File: config.mk
export PLATFORM = sky130hd
export DESIGN_NAME = ssd_scan_driver_flat
export DESIGN_NICKNAME = d
export VERILOG_FILES = /design/src/rtl/ssd_scan_driver_if.sv /design/src/rtl/ssd_scan_driver.sv /design/src/flat_wrapper.sv
export SDC_FILE = /design/constraint.sdc
export NUM_CORES = 1
export LEC_CHECK = 0
export ABC_AREA = 1
export CAP_MARGIN = 40
export CORE_MARGIN = 3
export CORE_UTILIZATION = 30
export CTS_CLUSTER_SIZE = 16
export DETAILED_ROUTE_END_ITERATION = 10
export MAX_ROUTING_LAYER = met4
export PLACE_DENSITY = 0.48
export REMOVE_ABC_BUFFERS = 1
export SYNTH_ARGS = -nofsm -noshare
export SYNTH_HDL_FRONTEND = slang
export SYNTH_SLANG_ARGS = --single-unit
File: constraint.sdc
create_clock -name real_clk -period 3.43 [get_ports real_clk]
set_clock_uncertainty 0.2 [all_clocks]
set_input_delay 0.686 -clock real_clk [delete_from_list [all_inputs] [get_ports real_clk]]
set_output_delay 0.686 -clock real_clk [all_outputs]
set_load 0.1 [all_outputs]
File: src/rtl/ssd_scan_driver_if.sv
// rtl/ssd_scan_driver_if.sv - value/load/ack handshake bundle for the 7-seg scan driver
interface ssd_scan_driver_if;
    logic [15:0] value;
    logic        load;
    logic        ack;
    logic        frame_tick;

    modport master (output value, load, input ack, frame_tick);
    modport slave  (input value, load, output ack, frame_tick);
endinterface

File: src/rtl/ssd_scan_driver.sv
// rtl/ssd_scan_driver.sv - tear-free 4-digit 7-seg scan driver with guard, blanking and load/ack
module ssd_scan_driver #(
    parameter int REFRESH_DIV = 100000,
    parameter int GUARD       = 4,
    parameter int BLANK_LZ    = 1
) (
    input  logic                real_clk,
    input  logic                reset,
    ssd_scan_driver_if.slave    bus,
    output logic [3:0]          A,
    output logic [6:0]          C
);
    localparam int CW = (REFRESH_DIV > 2) ? $clog2(REFRESH_DIV) : 1;
    localparam logic [CW-1:0] LAST    = CW'(REFRESH_DIV - 1);
    localparam logic [CW-1:0] GUARD_C = CW'(GUARD);

    typedef enum logic {S_INIT, S_SCAN} state_t;

    state_t        state, state_nxt;
    logic [CW-1:0] cnt, cnt_nxt;
    logic [1:0]    idx, idx_nxt;
    logic [15:0]   shown, shown_nxt;
    logic [15:0]   pending_val;
    logic          pending;
    logic          tick, boundary, capture;
    logic          ack_r, frame_tick_r;
    logic [3:0]    a_nxt;
    logic [6:0]    c_nxt;
    logic [3:0]    nib;
    logic          blank;

    function automatic logic [6:0] seg7(input logic [3:0] d);
        case (d)
            4'h0: seg7 = 7'b0000001;
            4'h1: seg7 = 7'b1001111;
            4'h2: seg7 = 7'b0010010;
            4'h3: seg7 = 7'b0000110;
            4'h4: seg7 = 7'b1001100;
            4'h5: seg7 = 7'b0100100;
            4'h6: seg7 = 7'b0100000;
            4'h7: seg7 = 7'b0001111;
            4'h8: seg7 = 7'b0000000;
            4'h9: seg7 = 7'b0000100;
            4'hA: seg7 = 7'b0001000;
            4'hB: seg7 = 7'b1100000;
            4'hC: seg7 = 7'b0110001;
            4'hD: seg7 = 7'b1000010;
            4'hE: seg7 = 7'b0110000;
            default: seg7 = 7'b0111000;
        endcase
    endfunction

    always_ff @(posedge real_clk) begin
        if (reset) begin
            state        <= S_INIT;
            cnt          <= '0;
            idx          <= 2'd0;
            shown        <= 16'h0000;
            pending      <= 1'b0;
            pending_val  <= 16'h0000;
            ack_r        <= 1'b0;
            frame_tick_r <= 1'b0;
            A            <= 4'b1111;
            C            <= 7'h7F;
        end else begin
            state        <= state_nxt;
            cnt          <= cnt_nxt;
            idx          <= idx_nxt;
            shown        <= shown_nxt;
            ack_r        <= capture;
            frame_tick_r <= boundary;
            A            <= a_nxt;
            C            <= c_nxt;
            // A boundary always consumes or bypasses the pending slot.
            if (boundary) begin
                pending <= 1'b0;
            end else if (bus.load) begin
                pending     <= 1'b1;
                pending_val <= bus.value;
            end
        end
    end

    always_comb begin
        tick      = (cnt == LAST);
        boundary  = tick && (idx == 2'd0);
        capture   = boundary && (bus.load || pending);
        cnt_nxt   = tick ? '0 : cnt + CW'(1);
        // Ring order 0->3->2->1->0 is a plain mod-4 decrement.
        idx_nxt   = tick ? idx - 2'd1 : idx;
        state_nxt = (state == S_INIT && tick) ? S_SCAN : state;
        shown_nxt = shown;
        if (boundary) begin
            if (bus.load)
                shown_nxt = bus.value;
            else if (pending)
                shown_nxt = pending_val;
        end
    end

    always_comb begin
        nib = shown_nxt[{idx_nxt, 2'b00} +: 4];
        case (idx_nxt)
            2'd3:    blank = (shown_nxt[15:12] == 4'h0);
            2'd2:    blank = (shown_nxt[15:8]  == 8'h00);
            2'd1:    blank = (shown_nxt[15:4]  == 12'h000);
            default: blank = 1'b0;
        endcase
        if (BLANK_LZ == 0)
            blank = 1'b0;
        a_nxt = 4'b1111;
        c_nxt = 7'h7F;
        if (state_nxt == S_SCAN && cnt_nxt >= GUARD_C) begin
            a_nxt = ~(4'b0001 << idx_nxt);
            c_nxt = blank ? 7'h7F : seg7(nib);
        end
    end

    assign bus.ack        = ack_r;
    assign bus.frame_tick = frame_tick_r;
endmodule

File: src/flat_wrapper.sv
// flat-port wrapper written by rule: the top's interface ports become plain ports
module ssd_scan_driver_flat 
#(
    parameter int REFRESH_DIV = 100000,
    parameter int GUARD       = 4,
    parameter int BLANK_LZ    = 1
)
  (real_clk, reset, A, C, bus_value, bus_load, bus_ack, bus_frame_tick);
  ssd_scan_driver_if bus_i ();
  input  logic real_clk;
  input  logic reset;
  output logic [3:0] A;
  output logic [6:0] C;
  input wire logic [$bits(bus_i.value)-1:0] bus_value;
  input wire logic [$bits(bus_i.load)-1:0] bus_load;
  output wire logic [$bits(bus_i.ack)-1:0] bus_ack;
  output wire logic [$bits(bus_i.frame_tick)-1:0] bus_frame_tick;
  assign bus_i.value = bus_value;
  assign bus_i.load = bus_load;
  assign bus_ack = bus_i.ack;
  assign bus_frame_tick = bus_i.frame_tick;
  ssd_scan_driver #(.REFRESH_DIV(REFRESH_DIV), .GUARD(GUARD), .BLANK_LZ(BLANK_LZ)) u_core (.real_clk(real_clk), .reset(reset), .bus(bus_i), .A(A), .C(C));
endmodule
==> impl_metrics.xml <==
<?xml version="1.0" encoding="UTF-8"?>
<metrics>
  <group name="floorplanning">
    <metric name="floorplan.die.height" unit="microns">117.9</metric>
    <metric name="core_area" unit="sq mm">0.01211</metric>
    <metric name="pin_count" unit="">32</metric>
    <metric name="floorplan.initialDensity" unit="">0.3100</metric>
    <metric name="die_area" unit="sq mm">0.01389</metric>
    <metric name="num_rows" unit="">40</metric>
    <metric name="fp.dieW" unit="microns">117.9</metric>
  </group>
  <group name="logic_synthesis">
    <metric name="synth_area" unit="sq mm">0.003755</metric>
    <metric name="number_of_synthesized_flops_with_an_enable_pin" unit="">0</metric>
    <metric name="ys_ff_latch" unit="">66</metric>
    <metric name="yosysWarningCount" unit="">0</metric>
    <metric name="synth_area_leaders" unit="">sky130_fd_sc_hd__dfxtp_1 (35%), sky130_fd_sc_hd__nand2_1 (25%), sky130_fd_sc_hd__nor2_1 (7.4%), sky130_fd_sc_hd__nand3_1 (5.6%), sky130_fd_sc_hd__inv_1 (3.8%)</metric>
    <metric name="cells_after_synth" unit="">600</metric>
    <metric name="ys.flop_type" unit="">sky130_fd_sc_hd__dfxtp_1</metric>
    <metric name="synthDominantCellAreaShare" unit="">0.3519</metric>
    <metric name="synth-seq-area-share" unit="">0.3519</metric>
    <metric name="synth_area_leader_cell" unit="">sky130_fd_sc_hd__dfxtp_1</metric>
    <metric name="ys_top_cells_by_count" unit="">sky130_fd_sc_hd__nand2_1 (250), sky130_fd_sc_hd__nor2_1 (74), sky130_fd_sc_hd__dfxtp_1 (66)</metric>
    <metric name="yosys.cell_types.count" unit="">31</metric>
    <metric name="syn_area_per_cell" unit="sq um">6.258</metric>
    <metric name="postSynth.asyncResetShare" unit="">0</metric>
    <metric name="yosysMostFrequentCell" unit="">sky130_fd_sc_hd__nand2_1</metric>
  </group>
  <group name="critical_path">
    <metric name="timing.critical_path.from" unit="">u_core.cnt[0]</metric>
    <metric name="cp-start-kind" unit="">register</metric>
    <metric name="number_of_cells_on_the_critical_path" unit="">17</metric>
    <metric name="critPathBufInv" unit="">1</metric>
    <metric name="r2r.worst_path.cells" unit="">17</metric>
    <metric name="worst_ep_required_time" unit="ns">3.45</metric>
    <metric name="timing.critical_path.to_type" unit="">register</metric>
    <metric name="cp_data_arrival_time" unit="ns">3.05</metric>
    <metric name="reg2reg_to" unit="">u_core.C[3]</metric>
    <metric name="crit_path_max_fanout" unit="">14</metric>
    <metric name="last_element_of_the_critical_path" unit="">u_core.C[3]</metric>
    <metric name="cell_mode_on_critical_path" unit="">sky130_fd_sc_hd__nand2_1</metric>
    <metric name="cp_cell_sequence" unit="">ha_1 -&gt; nand2_2 -&gt; nor2_8 -&gt; nand3_2 -&gt; nor2_4 -&gt; nand3_4 -&gt; nand2_1 -&gt; nand2_1 -&gt; nand2_1 -&gt; nand2_1 -&gt; nor2_2 -&gt; inv_1 -&gt; ha_1 -&gt; nand2_1 -&gt; nand3_1 -&gt; nand2_1 -&gt; nand2_1</metric>
    <metric name="timing_worst_setup_path_type" unit="">register to register</metric>
    <metric name="cpLargestDelayFamily" unit="">simple AND/OR/NAND/NOR gates</metric>
    <metric name="critical_path.slowest_cell" unit="">sky130_fd_sc_hd__dfxtp_1</metric>
    <metric name="worstReg2RegStart" unit="">u_core.cnt[0]</metric>
    <metric name="worst_path_largest_cell_delay" unit="ns">0.41</metric>
    <metric name="worst-r2r-setup-slack" unit="ns">0.40</metric>
  </group>
  <group name="detailed_routing">
    <metric name="routed-via-count" unit="">3653</metric>
    <metric name="route.detailed.wl_per_inst" unit="microns">12.21</metric>
    <metric name="firstDrtPassIters" unit="">4</metric>
    <metric name="drt-initial-drc-count" unit="">238</metric>
    <metric name="route.antenna.remaining_nets" unit="">0</metric>
    <metric name="totalWireLength" unit="mm">9.813</metric>
    <metric name="vias_per_cell" unit="">4.544</metric>
    <metric name="remaining_drc_errors" unit="">0</metric>
  </group>
  <group name="sta">
    <metric name="final_period_minus_worst_setup_slack" unit="ns">3.028</metric>
    <metric name="finalSetupViolations" unit="">0</metric>
    <metric name="grt_setup_unrepaired" unit="">no</metric>
    <metric name="clock.fmax" unit="MHz">330.3</metric>
    <metric name="final.setup.tns" unit="ns">0</metric>
    <metric name="slew_headroom" unit="">0.7140</metric>
    <metric name="worst_max_slew_pin_slew" unit="ns">0.4274</metric>
    <metric name="slew_viol_final" unit="">0</metric>
    <metric name="final.setup.worst_slack" unit="ns">0.4024</metric>
    <metric name="post-route-period-util" unit="">0.8827</metric>
    <metric name="hold_slack" unit="ns">0.2659</metric>
    <metric name="final_hold_viol_count" unit="">0</metric>
  </group>
  <group name="power_and_ir_drop">
    <metric name="net_switching_fraction_of_the_power" unit="">0.2259</metric>
    <metric name="power.internal" unit="mW">1.380</metric>
    <metric name="pwr-share-seq" unit="">0.444</metric>
    <metric name="combPwrFrac" unit="">0.055</metric>
    <metric name="power_density" unit="mW/mm^2">397.1</metric>
    <metric name="power.static_leakage" unit="nW">2.066</metric>
    <metric name="power.switching" unit="uW">402.6</metric>
    <metric name="power_frac_clock" unit="">0.500</metric>
    <metric name="worst_ir_drop_vdd" unit="mV">0.2778</metric>
  </group>
  <group name="clock_network">
    <metric name="root_driver" unit="">sky130_fd_sc_hd__clkbuf_16</metric>
    <metric name="cts_max_level" unit="">3</metric>
    <metric name="clk_latency" unit="ns">0.34</metric>
    <metric name="cts.repair.resized" unit="">0</metric>
    <metric name="cts.clk_slew.worst_paths" unit="ns">0.05</metric>
    <metric name="post_cts_setup_buffer_count" unit="">0</metric>
    <metric name="cts_buf_count" unit="">9</metric>
    <metric name="clock_tree_from_tritoncts" unit="">yes</metric>
    <metric name="clock_tree.buffer_depth" unit="">2</metric>
    <metric name="cts_num_sinks" unit="">66</metric>
    <metric name="postCtsHoldBufs" unit="">0</metric>
  </group>
  <group name="place">
    <metric name="preCtsSetupSlack" unit="ns">0.08152</metric>
    <metric name="standard_cell_area_after_detailed_placement" unit="sq mm">0.004194</metric>
    <metric name="dp_cells" unit="">787</metric>
    <metric name="placement.io_buffers" unit="">31</metric>
    <metric name="detailed_place_hpwl" unit="mm">7.594</metric>
    <metric name="globalplace.congestion" unit="">0.9014</metric>
  </group>
  <group name="cells_and_area">
    <metric name="instances_no_fill" unit="">804</metric>
    <metric name="area.growth.synth_to_final" unit="%">19.53</metric>
    <metric name="final_cell_area" unit="sq mm">0.004488</metric>
    <metric name="layout.nets" unit="">657</metric>
    <metric name="antennaDiodeCount" unit="">0</metric>
    <metric name="drive_gt1_frac" unit="">0.1164</metric>
  </group>
  <group name="global_route">
    <metric name="grt_overflow" unit="">0</metric>
    <metric name="grt_max_degree" unit="">36</metric>
    <metric name="grt_pass1_wl" unit="mm">17.38</metric>
    <metric name="grt_antenna_before_repair" unit="">0</metric>
    <metric name="grt_pass1_vias" unit="">3617</metric>
    <metric name="global_route.usage.total" unit="">0.1577</metric>
  </group>
  <group name="min_path">
    <metric name="holdCritPathClass" unit="">register to register</metric>
  </group>
  <group name="run_status">
    <metric name="outcome" unit="">completed</metric>
  </group>
  <group name="job">
    <metric name="cap_violations" unit="">0</metric>
  </group>
</metrics>
## cell usage in the layout (no fill, tap or decap)
master                            netlist  routed
sky130_fd_sc_hd__nand2_1              250     250
sky130_fd_sc_hd__nor2_1                74      74
sky130_fd_sc_hd__dfxtp_1               66      66
sky130_fd_sc_hd__nand3_1               42      42
sky130_fd_sc_hd__inv_1                 38      38
sky130_fd_sc_hd__a21oi_1               26      26
sky130_fd_sc_hd__buf_4                  1      21
sky130_fd_sc_hd__nand4_1               18      18
sky130_fd_sc_hd__clkdlybuf4s50_1        0      17
sky130_fd_sc_hd__nand2_2               12      12
sky130_fd_sc_hd__clkbuf_16              0       9
sky130_fd_sc_hd__nor2_2                 8       8
sky130_fd_sc_hd__ha_1                   7       7
sky130_fd_sc_hd__nor3_1                 6       6
sky130_fd_sc_hd__clkinv_2               1       5
sky130_fd_sc_hd__inv_2                  4       4
sky130_fd_sc_hd__o21ai_0                4       4
sky130_fd_sc_hd__nor2_8                 3       3
sky130_fd_sc_hd__a21o_1                 3       3
sky130_fd_sc_hd__xor2_1                 3       3
sky130_fd_sc_hd__a211oi_1               3       3
sky130_fd_sc_hd__nand3_2                2       2
sky130_fd_sc_hd__nor2_4                 2       2
sky130_fd_sc_hd__or2_2                  2       2
sky130_fd_sc_hd__o21ai_1                2       2
sky130_fd_sc_hd__nand3_4                1       1
sky130_fd_sc_hd__clkinv_1               1       1
sky130_fd_sc_hd__nand2_4                1       1
sky130_fd_sc_hd__inv_4                  1       1
sky130_fd_sc_hd__o21bai_1               1       1
sky130_fd_sc_hd__bufinv_16              0       1
sky130_fd_sc_hd__clkinvlp_4             0       1
sky130_fd_sc_hd__clkbuf_1              11       1
sky130_fd_sc_hd__buf_2                  5       1
## metrics by stage
stage,util,power [mW]
final,0.3706,1.782
after global routing,0.3706,1.866
after CTS,0.3699,1.818
after detailed placement,0.3463,0.9070
after global placement,0.3463,0.9062
after floorplan,-,0.8504
## worst min-delay path by stage
stage                                   endpoint  slack, ns                   start  depth (start not counted)
after detailed placement  u_core.pending_val[10]       0.26  u_core.pending_val[10]                          2
after global placement     u_core.pending_val[4]       0.25   u_core.pending_val[4]                          2
after floorplan            u_core.pending_val[0]       0.24   u_core.pending_val[0]                          2
final                      u_core.pending_val[1]       0.27   u_core.pending_val[1]                          2
after global routing       u_core.pending_val[1]       0.29   u_core.pending_val[1]                          2
after CTS                  u_core.pending_val[1]       0.27   u_core.pending_val[1]                          2
## state kept, by name (all words and copies together) (netlist names)
register and count:
u_core.idx 2, u_core.C 7, u_core.state 1, u_core.shown 16, u_core.pending_val 16, u_core.pending 1, u_core.bus.frame_tick 1, u_core.A 4
u_core.bus.ack 1, u_core.cnt 17
## power groups by stage
stage | registers (mW) | clock network [mW] | logic, mW
floorplan | 0.807 | 0 | 0.0437
global placement | 0.808 | 0 | 0.0985
detailed placement | 0.808 | 0 | 0.0993
CTS | 0.791 | 0.926 | 0.0999
global route | 0.793 | 0.959 | 0.113
finish | 0.792 | 0.892 | 0.0989
## cells by family (layout without fill, tap and decap cells)
logic type | Yosys count | in the layout | share of synthesized area
simple gates | 421 | 421 | 0.4895
flops | 66 | 66 | 0.3519
buf+inv | 64 | 100 | 0.07164
compound gates | 39 | 39 | 0.05665
fa+ha+maj | 7 | 7 | 0.02332
xor+xnor | 3 | 3 | 0.006999
## routing by layer
layer | wire (microns) | vias up | track usage
li1 | - | 1953 | -
met1 | 4518 | 1638 | 0.1870
met2 | 4790 | 47 | 0.2587
met3 | 371 | 15 | 0.04565
met4 | 133 | 0 | 0.05055
met5 | 0 | - | -
## final cells by class
cell class,count,area (sq um)
Fill cell,1352,7624
Sequential cell,66,1321
Multi-Input combinational cell,470,2165
Timing Repair Buffer,39,332.8
Clock buffer,10,229.0
Tap cell,168,210.2
Inverter,45,172.7
Clock inverter,6,57.56
## worst register-to-register path: cells and delay by family (launching register included)
family	cells	cell delay (ns)
AND/OR/NAND/NOR	14	1.72
buffers and inverters	1	0.12
adder cells (fa/ha/maj)	2	0.45
flip-flops	1	0.41
Note: power is estimated with default switching activity, not from simulation.
